===== src/rtl/reset_sequencer.sv =====
// rtl/reset_sequencer.sv - PLL-gated PHY/MAC/user reset sequencer with ack timeout and restart counter
// Moore outputs are registered from the next-state decode so they change on the same edge as the state.
module reset_sequencer #(
   parameter int PHY_RST_CYCLES = 16,
   parameter int SETTLE_CYCLES  = 32,
   parameter int ACK_TIMEOUT    = 64,
   parameter int CNT_W          = 16
) (
   input  logic       clk,
   input  logic       rst,
   input  logic       pll_lock,
   input  logic       ext_reset,
   input  logic       mac_ready,
   output logic       phy_rst_n,
   output logic       mac_rst,
   output logic       user_rst,
   output logic       ready,
   output logic       fault,
   output logic [7:0] restart_count
);

   typedef enum logic [2:0] {
      S_LOCK     = 3'd0,
      S_PHY_RST  = 3'd1,
      S_SETTLE   = 3'd2,
      S_MAC_WAIT = 3'd3,
      S_RUN      = 3'd4,
      S_FAULT    = 3'd5
   } state_t;

   localparam logic [CNT_W-1:0] PHY_LAST    = CNT_W'(PHY_RST_CYCLES - 1);
   localparam logic [CNT_W-1:0] SETTLE_LAST = CNT_W'(SETTLE_CYCLES - 1);
   localparam logic [CNT_W-1:0] ACK_LAST    = CNT_W'(ACK_TIMEOUT - 1);

   state_t           state;
   state_t           state_nxt;
   logic [CNT_W-1:0] cnt;
   logic [CNT_W-1:0] cnt_nxt;
   logic             pll_lock_m;
   logic             pll_lock_s;
   logic             ext_reset_m;
   logic             ext_reset_s;
   logic             restart_req;
   logic             restart_inc;
   logic             phy_rst_n_nxt;
   logic             mac_rst_nxt;
   logic             user_rst_nxt;
   logic             ready_nxt;
   logic             fault_nxt;
   logic [7:0]       restart_count_nxt;

   always_ff @(posedge clk or posedge rst) begin
      if (rst) begin
         pll_lock_m  <= 1'b0;
         pll_lock_s  <= 1'b0;
         ext_reset_m <= 1'b0;
         ext_reset_s <= 1'b0;
      end else begin
         pll_lock_m  <= pll_lock;
         pll_lock_s  <= pll_lock_m;
         ext_reset_m <= ext_reset;
         ext_reset_s <= ext_reset_m;
      end
   end

   always_ff @(posedge clk or posedge rst) begin
      if (rst) begin
         state         <= S_LOCK;
         cnt           <= '0;
         phy_rst_n     <= 1'b0;
         mac_rst       <= 1'b1;
         user_rst      <= 1'b1;
         ready         <= 1'b0;
         fault         <= 1'b0;
         restart_count <= 8'd0;
      end else begin
         state         <= state_nxt;
         cnt           <= cnt_nxt;
         phy_rst_n     <= phy_rst_n_nxt;
         mac_rst       <= mac_rst_nxt;
         user_rst      <= user_rst_nxt;
         ready         <= ready_nxt;
         fault         <= fault_nxt;
         restart_count <= restart_count_nxt;
      end
   end

   assign restart_req = !pll_lock_s || ext_reset_s;

   // Lost lock or an external request outranks every sequencing transition.
   always_comb begin
      state_nxt   = state;
      cnt_nxt     = cnt;
      restart_inc = 1'b0;
      if (state != S_LOCK && state != S_FAULT && restart_req) begin
         state_nxt   = S_LOCK;
         cnt_nxt     = '0;
         restart_inc = 1'b1;
      end else begin
         unique case (state)
            S_LOCK: begin
               if (pll_lock_s && !ext_reset_s) begin
                  state_nxt = S_PHY_RST;
                  cnt_nxt   = '0;
               end
            end
            S_PHY_RST: begin
               if (cnt == PHY_LAST) begin
                  state_nxt = S_SETTLE;
                  cnt_nxt   = '0;
               end else begin
                  cnt_nxt = cnt + CNT_W'(1);
               end
            end
            S_SETTLE: begin
               if (cnt == SETTLE_LAST) begin
                  state_nxt = S_MAC_WAIT;
                  cnt_nxt   = '0;
               end else begin
                  cnt_nxt = cnt + CNT_W'(1);
               end
            end
            S_MAC_WAIT: begin
               if (mac_ready) begin
                  state_nxt = S_RUN;
                  cnt_nxt   = '0;
               end else if (cnt == ACK_LAST) begin
                  state_nxt = S_FAULT;
                  cnt_nxt   = '0;
               end else begin
                  cnt_nxt = cnt + CNT_W'(1);
               end
            end
            S_RUN: begin
               state_nxt = S_RUN;
            end
            S_FAULT: begin
               if (ext_reset_s) begin
                  state_nxt = S_LOCK;
                  cnt_nxt   = '0;
               end
            end
            default: begin
               state_nxt = S_LOCK;
               cnt_nxt   = '0;
            end
         endcase
      end
   end

   always_comb begin
      phy_rst_n_nxt = 1'b0;
      mac_rst_nxt   = 1'b1;
      user_rst_nxt  = 1'b1;
      ready_nxt     = 1'b0;
      fault_nxt     = 1'b0;
      unique case (state_nxt)
         S_LOCK, S_PHY_RST: begin
            phy_rst_n_nxt = 1'b0;
         end
         S_SETTLE: begin
            phy_rst_n_nxt = 1'b1;
         end
         S_MAC_WAIT: begin
            phy_rst_n_nxt = 1'b1;
            mac_rst_nxt   = 1'b0;
         end
         S_RUN: begin
            phy_rst_n_nxt = 1'b1;
            mac_rst_nxt   = 1'b0;
            user_rst_nxt  = 1'b0;
            ready_nxt     = 1'b1;
         end
         S_FAULT: begin
            fault_nxt = 1'b1;
         end
         default: begin
            phy_rst_n_nxt = 1'b0;
         end
      endcase
   end

   assign restart_count_nxt = (restart_inc && restart_count != 8'hFF) ?
                              restart_count + 8'd1 : restart_count;

endmodule


===== config.mk =====
export PLATFORM = sky130hd
export DESIGN_NAME = reset_sequencer
export DESIGN_NICKNAME = d
export VERILOG_FILES = /design/src/rtl/reset_sequencer.sv
export SDC_FILE = /design/constraint.sdc
export NUM_CORES = 1
export LEC_CHECK = 0
export ABC_CLOCK_PERIOD_IN_PS = 5600
export BUFFER_PORTS_ARGS = -buffer_cell sky130_fd_sc_hd__buf_2
export CAP_MARGIN = 20
export CORE_MARGIN = 1
export CORE_UTILIZATION = 60
export DETAILED_ROUTE_END_ITERATION = 8
export PLACE_DENSITY_LB_ADDON = 0.05
export SLEW_MARGIN = 25
export SYNTH_ARGS = -nofsm -noshare
export SYNTH_HDL_FRONTEND = slang
export SYNTH_SLANG_ARGS = --single-unit

===== constraint.sdc =====
create_clock -name clk -period 5.6 [get_ports clk]
set_clock_uncertainty 0.15 [all_clocks]
set_input_delay 0.56 -clock clk [delete_from_list [all_inputs] [get_ports clk]]
set_output_delay 0.56 -clock clk [all_outputs]
set_load 0.05 [all_outputs]

==> Word-level counts from Yosys, hierarchy flattened <==
Index checks and enable logic that the tools add are counted.
{ "totals": {"regBits": 36, "out_inout_bits": 13} }
{ "classes": {"n_mux": 22, "n_reduce_logical": 12, "addsub": 2, "n_eq_ne": 17} }
{ "ops": {"columns": ["op", "count"], "rows": [
  ["16-bit two-way mux", 7],
  ["16-bit case mux with 6 select lines", 1],
  ["3-bit two-way mux", 7],
  ["3-bit case mux with 6 select lines", 1],
  ["16-bit by 1-bit adder with 16-bit output (second input constant)", 1],
  ["16-bit by 4-bit == test with 1-bit output (second input constant)", 1],
  ["16-bit by 5-bit == test with 1-bit output (second input constant)", 1],
  ["16-bit by 6-bit == test with 1-bit output (second input constant)", 1],
  ["3-bit by 2-bit == test with 1-bit output (second input constant)", 4],
  ["3-bit == test (second input constant)", 4],
  ["3-bit inequality test (second input constant)", 3],
  ["8-bit by 1-bit adder with 8-bit output (second input constant)", 1],
  ["8-bit inequality test (second input constant)", 1],
  ["1-bit two-way mux", 6],
  ["1-bit logical AND", 4],
  ["3-bit by 1-bit == test with 1-bit output (second input constant)", 1],
  ["3-bit zero test", 1],
  ["3-bit AND reduction", 1],
  ["3-bit nonzero test", 1],
  ["3-bit OR reduction", 1],
  ["1-bit zero test", 2],
  ["2-bit inequality test (second input constant)", 1],
  ["2-bit OR reduction", 1],
  ["1-bit logical OR", 1]
]} }

==> Longest topological paths before layout <==
{ "logic_depth": {"word_depth": 8, "ltp_mapped": 8, "ltp_nobuf": 6} }

==> Worst setup path before layout <==
No wires, ideal clock.
{ "synth_path": {"kind": "flip-flop to flip-flop", "startpoint": "register cnt[12]", "endpoint": "register cnt[6]", "path_stages_with_launch": 6, "setup_time_ns": 0.148, "arrival_ns": 1.932, "period_less_slack_ns": 2.230, "setup_slack_ns": 3.370, "path_cell_list": "dfrtp_1 > or4_4 > nor4_4 > a31oi_1 > o311ai_0 > o221ai_1"} }
{ "synth_between": {"elab_chain_len": 5, "word_cells_on_any_way": 9, "classes_between": "eq/ne (3); mux (6)"} }
{ "synth_lines": {"columns": ["item", "line", "source"], "rows": [
  ["start: declaration", "37", "logic [CNT_W-1:0] cnt;"],
  ["start signal: assignment", "78", "cnt <= cnt_nxt;"],
  ["16-bit by 6-bit == test with 1-bit output", "127", "end else if (cnt == ACK_LAST) begin"],
  ["16-bit two-way mux", "127", null],
  ["16-bit two-way mux", "124", "if (mac_ready) begin"],
  ["16-bit case mux with 6 select lines (*)", "100", "unique case (state)"],
  ["16-bit two-way mux (*)", "95", "if (state != S_LOCK && state != S_FAULT && restart_req) begin"]
]} }
Every way passes the cells marked *; elsewhere a longest branch is shown, timed or not.
A chain may end at the register's enable or synchronous reset.

==> Final worst setup path <==
{ "layout_path": {"startpoint": "register state[1]", "endpoint": "register cnt[6]"} }
{ "layout_between": {"elab_chain_len": 5, "word_cells_on_any_way": 16, "classes_between": "eq/ne (9); mux (2); reduce/logical (5)"} }
{ "layout_lines": {"columns": ["item", "line", "source"], "rows": [
  ["start: declaration", "35", "state_t state;"],
  ["start signal: assignment", "77", "state <= state_nxt;"],
  ["3-bit inequality test or 3-bit nonzero test (tied branches)", "95", null],
  ["1-bit logical AND (2 in series)", "95", null],
  ["3-bit inequality test (no source line) or 2-bit inequality test (tied branches)", null, null],
  ["3-bit AND reduction (no source line)", null, null]
]} }
Parallel ways exist; a longest one is shown, timed or not.

==> summary.md <==
| Metric | Value |
|---|---|
| Status | finished clean |
| Critical-path cell list | nor4bb_1 -> o21ai_0 -> a211oi_1 -> nor3_2 -> o221ai_1 |
| Stages on the worst setup path | 5 |
| Total CTS buffers | 5 |
| Critical path buffers and inverters | 0 |
| Syn-to-layout area delta | 7.62% |
| Cell area after synthesis | ~1900 um2 |
| Post-CTS Hold Fix Bufs | 0 |
| Post-DP HPWL | 2820 um |
| Initial Util | a little under two thirds |
| Most frequent cells in the layout | dfrtp_1, nand2_1, buf_2 |
| Initial antenna violation count | 0 |
| Largest incremental delay on the critical path | around 0.73 ns |
| CTS tree | built |
| Reg2Reg Depth | 5 |
| # Post-CTS Setup Buffers | 0 |
| Startpoint Class | register |
| Final hold viol count | 0 |
| Setup ws final | 2.78 ns |
| Non-Filler Instances | 253 |
| Crit Path Max Fanout | 21 |
| CP required | roughly 5.7 ns |
| YS warnings | 0 |
| Root Driver | clkbuf_4 |
| Later-pin clock latency in the skew report | 0.34 ns |
| DR DRC count | 0 |
| CTS clk-pin slew, worst paths | 0.12 ns |
| Register area share after synthesis | 46.6% |
| Initial DRC count | 143 |
| First-pass DRT Iterations | 7 |
| CP delay by family, top | compound AO/OA/AOI/OAI gates |
| Synth Area per Inst | ~10 um2 |
| Synth area leader | dfrtp_1 |
| Vias/cell | 6.25 |
| Worst-Margin Slew | 0.758 ns |
| Routed WL | 3910 um |
| Post-synth ARST share | between 90% and 100% |
| Slew headroom | 49.1% |
| Post-synth EDFFs | 0 |
| Pin count of the biggest net entering global routing | 37 |
| Worst hold path class | in2async |
| Full die area | 3460 um2 |
| Max-Cap Viols | 0 |
| GRT overflow | 0 |
| Unrepaired setup endpoints after global routing | no |
| Port bufs | 17 |
| Worst slack, placed | 2.84 ns |
| FF-to-FF Start | state[1] |
| Synthesized flop and latch total | 36 |
| Syn Nets | 198 |
| Ant diodes | 0 |
| CP Capture Type | register |
| Pins Over Slew Limit | 0 |
| Setup TNS | 0 ns |
| Post-synth top area share | 43.9% |
| Commonest non-fill, non-tap cell in the layout | dfrtp_1 |
| Post-DR wirelength/cell | 15.5 um |
| Maximum VDD drop | 0.353 mV |
| Cell Pwr Density | 338 nW/um2 |
| Vias | 1580 |
| Die X | 58.8 um |
| Cell variety after synth | 55 |
| Gate Count Post-Synth | between 150 and 200 |
| Clock buffer depth | 2 |
| Post-route ant nets | 0 |
| Final instance area | 2080 um2 |
| CP Class | reg2reg |
| Placed Cells | between 200 and 250 |
| Dominant synthesized flop cell | dfrtp_1 |
| Core Box Area | 3050 um2 |
| Cts repair resizes | 0 |
| Vias in the first global route | 1435 |
| Share of layout cells above drive strength 1 | a little under a fifth |
| Final setup fails | 0 |
| H-tree level count | 2 |
| Chip Height | slightly below 60 um |
| # nets final | about 220 |
| I/O Pins | 18 |
| Cell Rows | 20 |
| Clock Sinks | 36 |
| Final worst path period need | 2.82 ns |
| Reg2Reg Setup Slack | between 2 and 3 ns |
| Critical-path top delay cell | dfrtp_1 |
| Final period util | 50.4% |
| Global-route wire length before repair | roughly 6700 um |
| Area contributors post-synth | dfrtp_1, xor2_1, nand2_1, dfstp_2, xnor2_1 |
| Cell area after placement | 2020 um2 |
| Fmax | 0.355 GHz |
| R2R Path End | cnt[6] |
| Fillers | 275 |
| RD Place Congestion | 0.858 |
| Total leakage power | about 0.94 nW |
| GRT Total Usage | a little over a quarter |
| CP arrival | just under 3 ns |
stage by stage:
step           utilization, %  hold slack, ns  power [mW]
6_report                 68.3           0.144       0.706
2_1_floorplan               -           0.181       0.507
3_5_place_dp             66.1           0.186       0.557
5_1_grt                  68.3           0.156       0.743
4_1_cts                  68.3           0.149       0.709
3_3_place_gp             66.1           0.182       0.548
power breakdown:
part / internal, mW / total (mW) / switching (mW)
sequential: 0.287 / 0.326 / 0.0396
combinational: 0.0674 / 0.226 / 0.158
clock: 0.0621 / 0.153 / 0.0913
total: 0.416 / 0.706 / 0.289
area by class of cell:
cell class	count	area, um2	share of cell area (%)
multi-input cells	140	942	45.2
inverters	7	26.3	1.26
repair buffers	18	92.6	4.44
flip-flops and latches	36	903	43.3
clock buffers	6	51.3	2.46
well taps	44	55.1	2.64
clock inverters	2	13.8	0.660
registers in the layout, indices dropped and copies added, names as in the netlist:
signal and flops:
ext_reset_s 1, pll_lock_m 1, user_rst 1, cnt 16, phy_rst_n 1, state 3, mac_rst 1, fault 1
ready 1, restart_count 8, pll_lock_s 1, ext_reset_m 1
logic make-up (layout without fill, tap and decap cells):
family          after synthesis  count (layout)  share of synthesized area [%]
compound gates               48              48                           17.0
xor+xnor                     15              15                           6.78
mux                           3               3                           1.68
flops                        36              36                           46.6
fa+ha+maj                     2               2                           1.29
simple gates                 72              72                           21.9
buf+inv                      15              33                           4.72
metal layers:
layer | share of wire [%] | wire length, um | GRT usage (%) | vias to the layer above
met5 | 0 | 0 | 0 | -
met3 | 6.0 | 236 | 7.47 | 4
met1 | 43 | 1670 | 33.5 | 776
met2 | 51 | 1980 | 41.9 | 60
li1 | - | - | - | 740
met4 | 0.84 | 33 | 9.18 | 0
how the worst max path moves through the flow:
stage,from,slack [ns],end
detailed placement,state[1],2.84,cnt[6]
CTS,state[1],2.82,cnt[6]
global placement,cnt[7],2.91,cnt[6]
floorplan,cnt[12],3.37,cnt[6]
finish,state[1],2.78,cnt[6]
global route,state[1],2.53,cnt[6]
synth_stat cells (all sizes together), types with 2 or more instances:
library cell	number
o2111ai	5
dfrtp	34
or2	2
or4	2
nor3	4
nand2	19
xor2	9
dfstp	2
nor3b	3
and2	5
inv	7
and4	3
nor2	9
a21o	2
o21ai	13
nand4	5
nor4	2
o22ai	2
mux2	2
ha	2
o32ai	4
xnor2	6
and3	4
nor2b	2
buf	2
a21oi	8
nand3	6
clkbuf	6
a31oi	3
worst reg2reg max path: stages (launching register included):
cell	delay, ns
dfrtp_1	0.73
nor4bb_1	0.53
o21ai_0	0.15
a211oi_1	0.69
nor3_2	0.25
o221ai_1	0.24
Power figures use the tool's default switching activity.
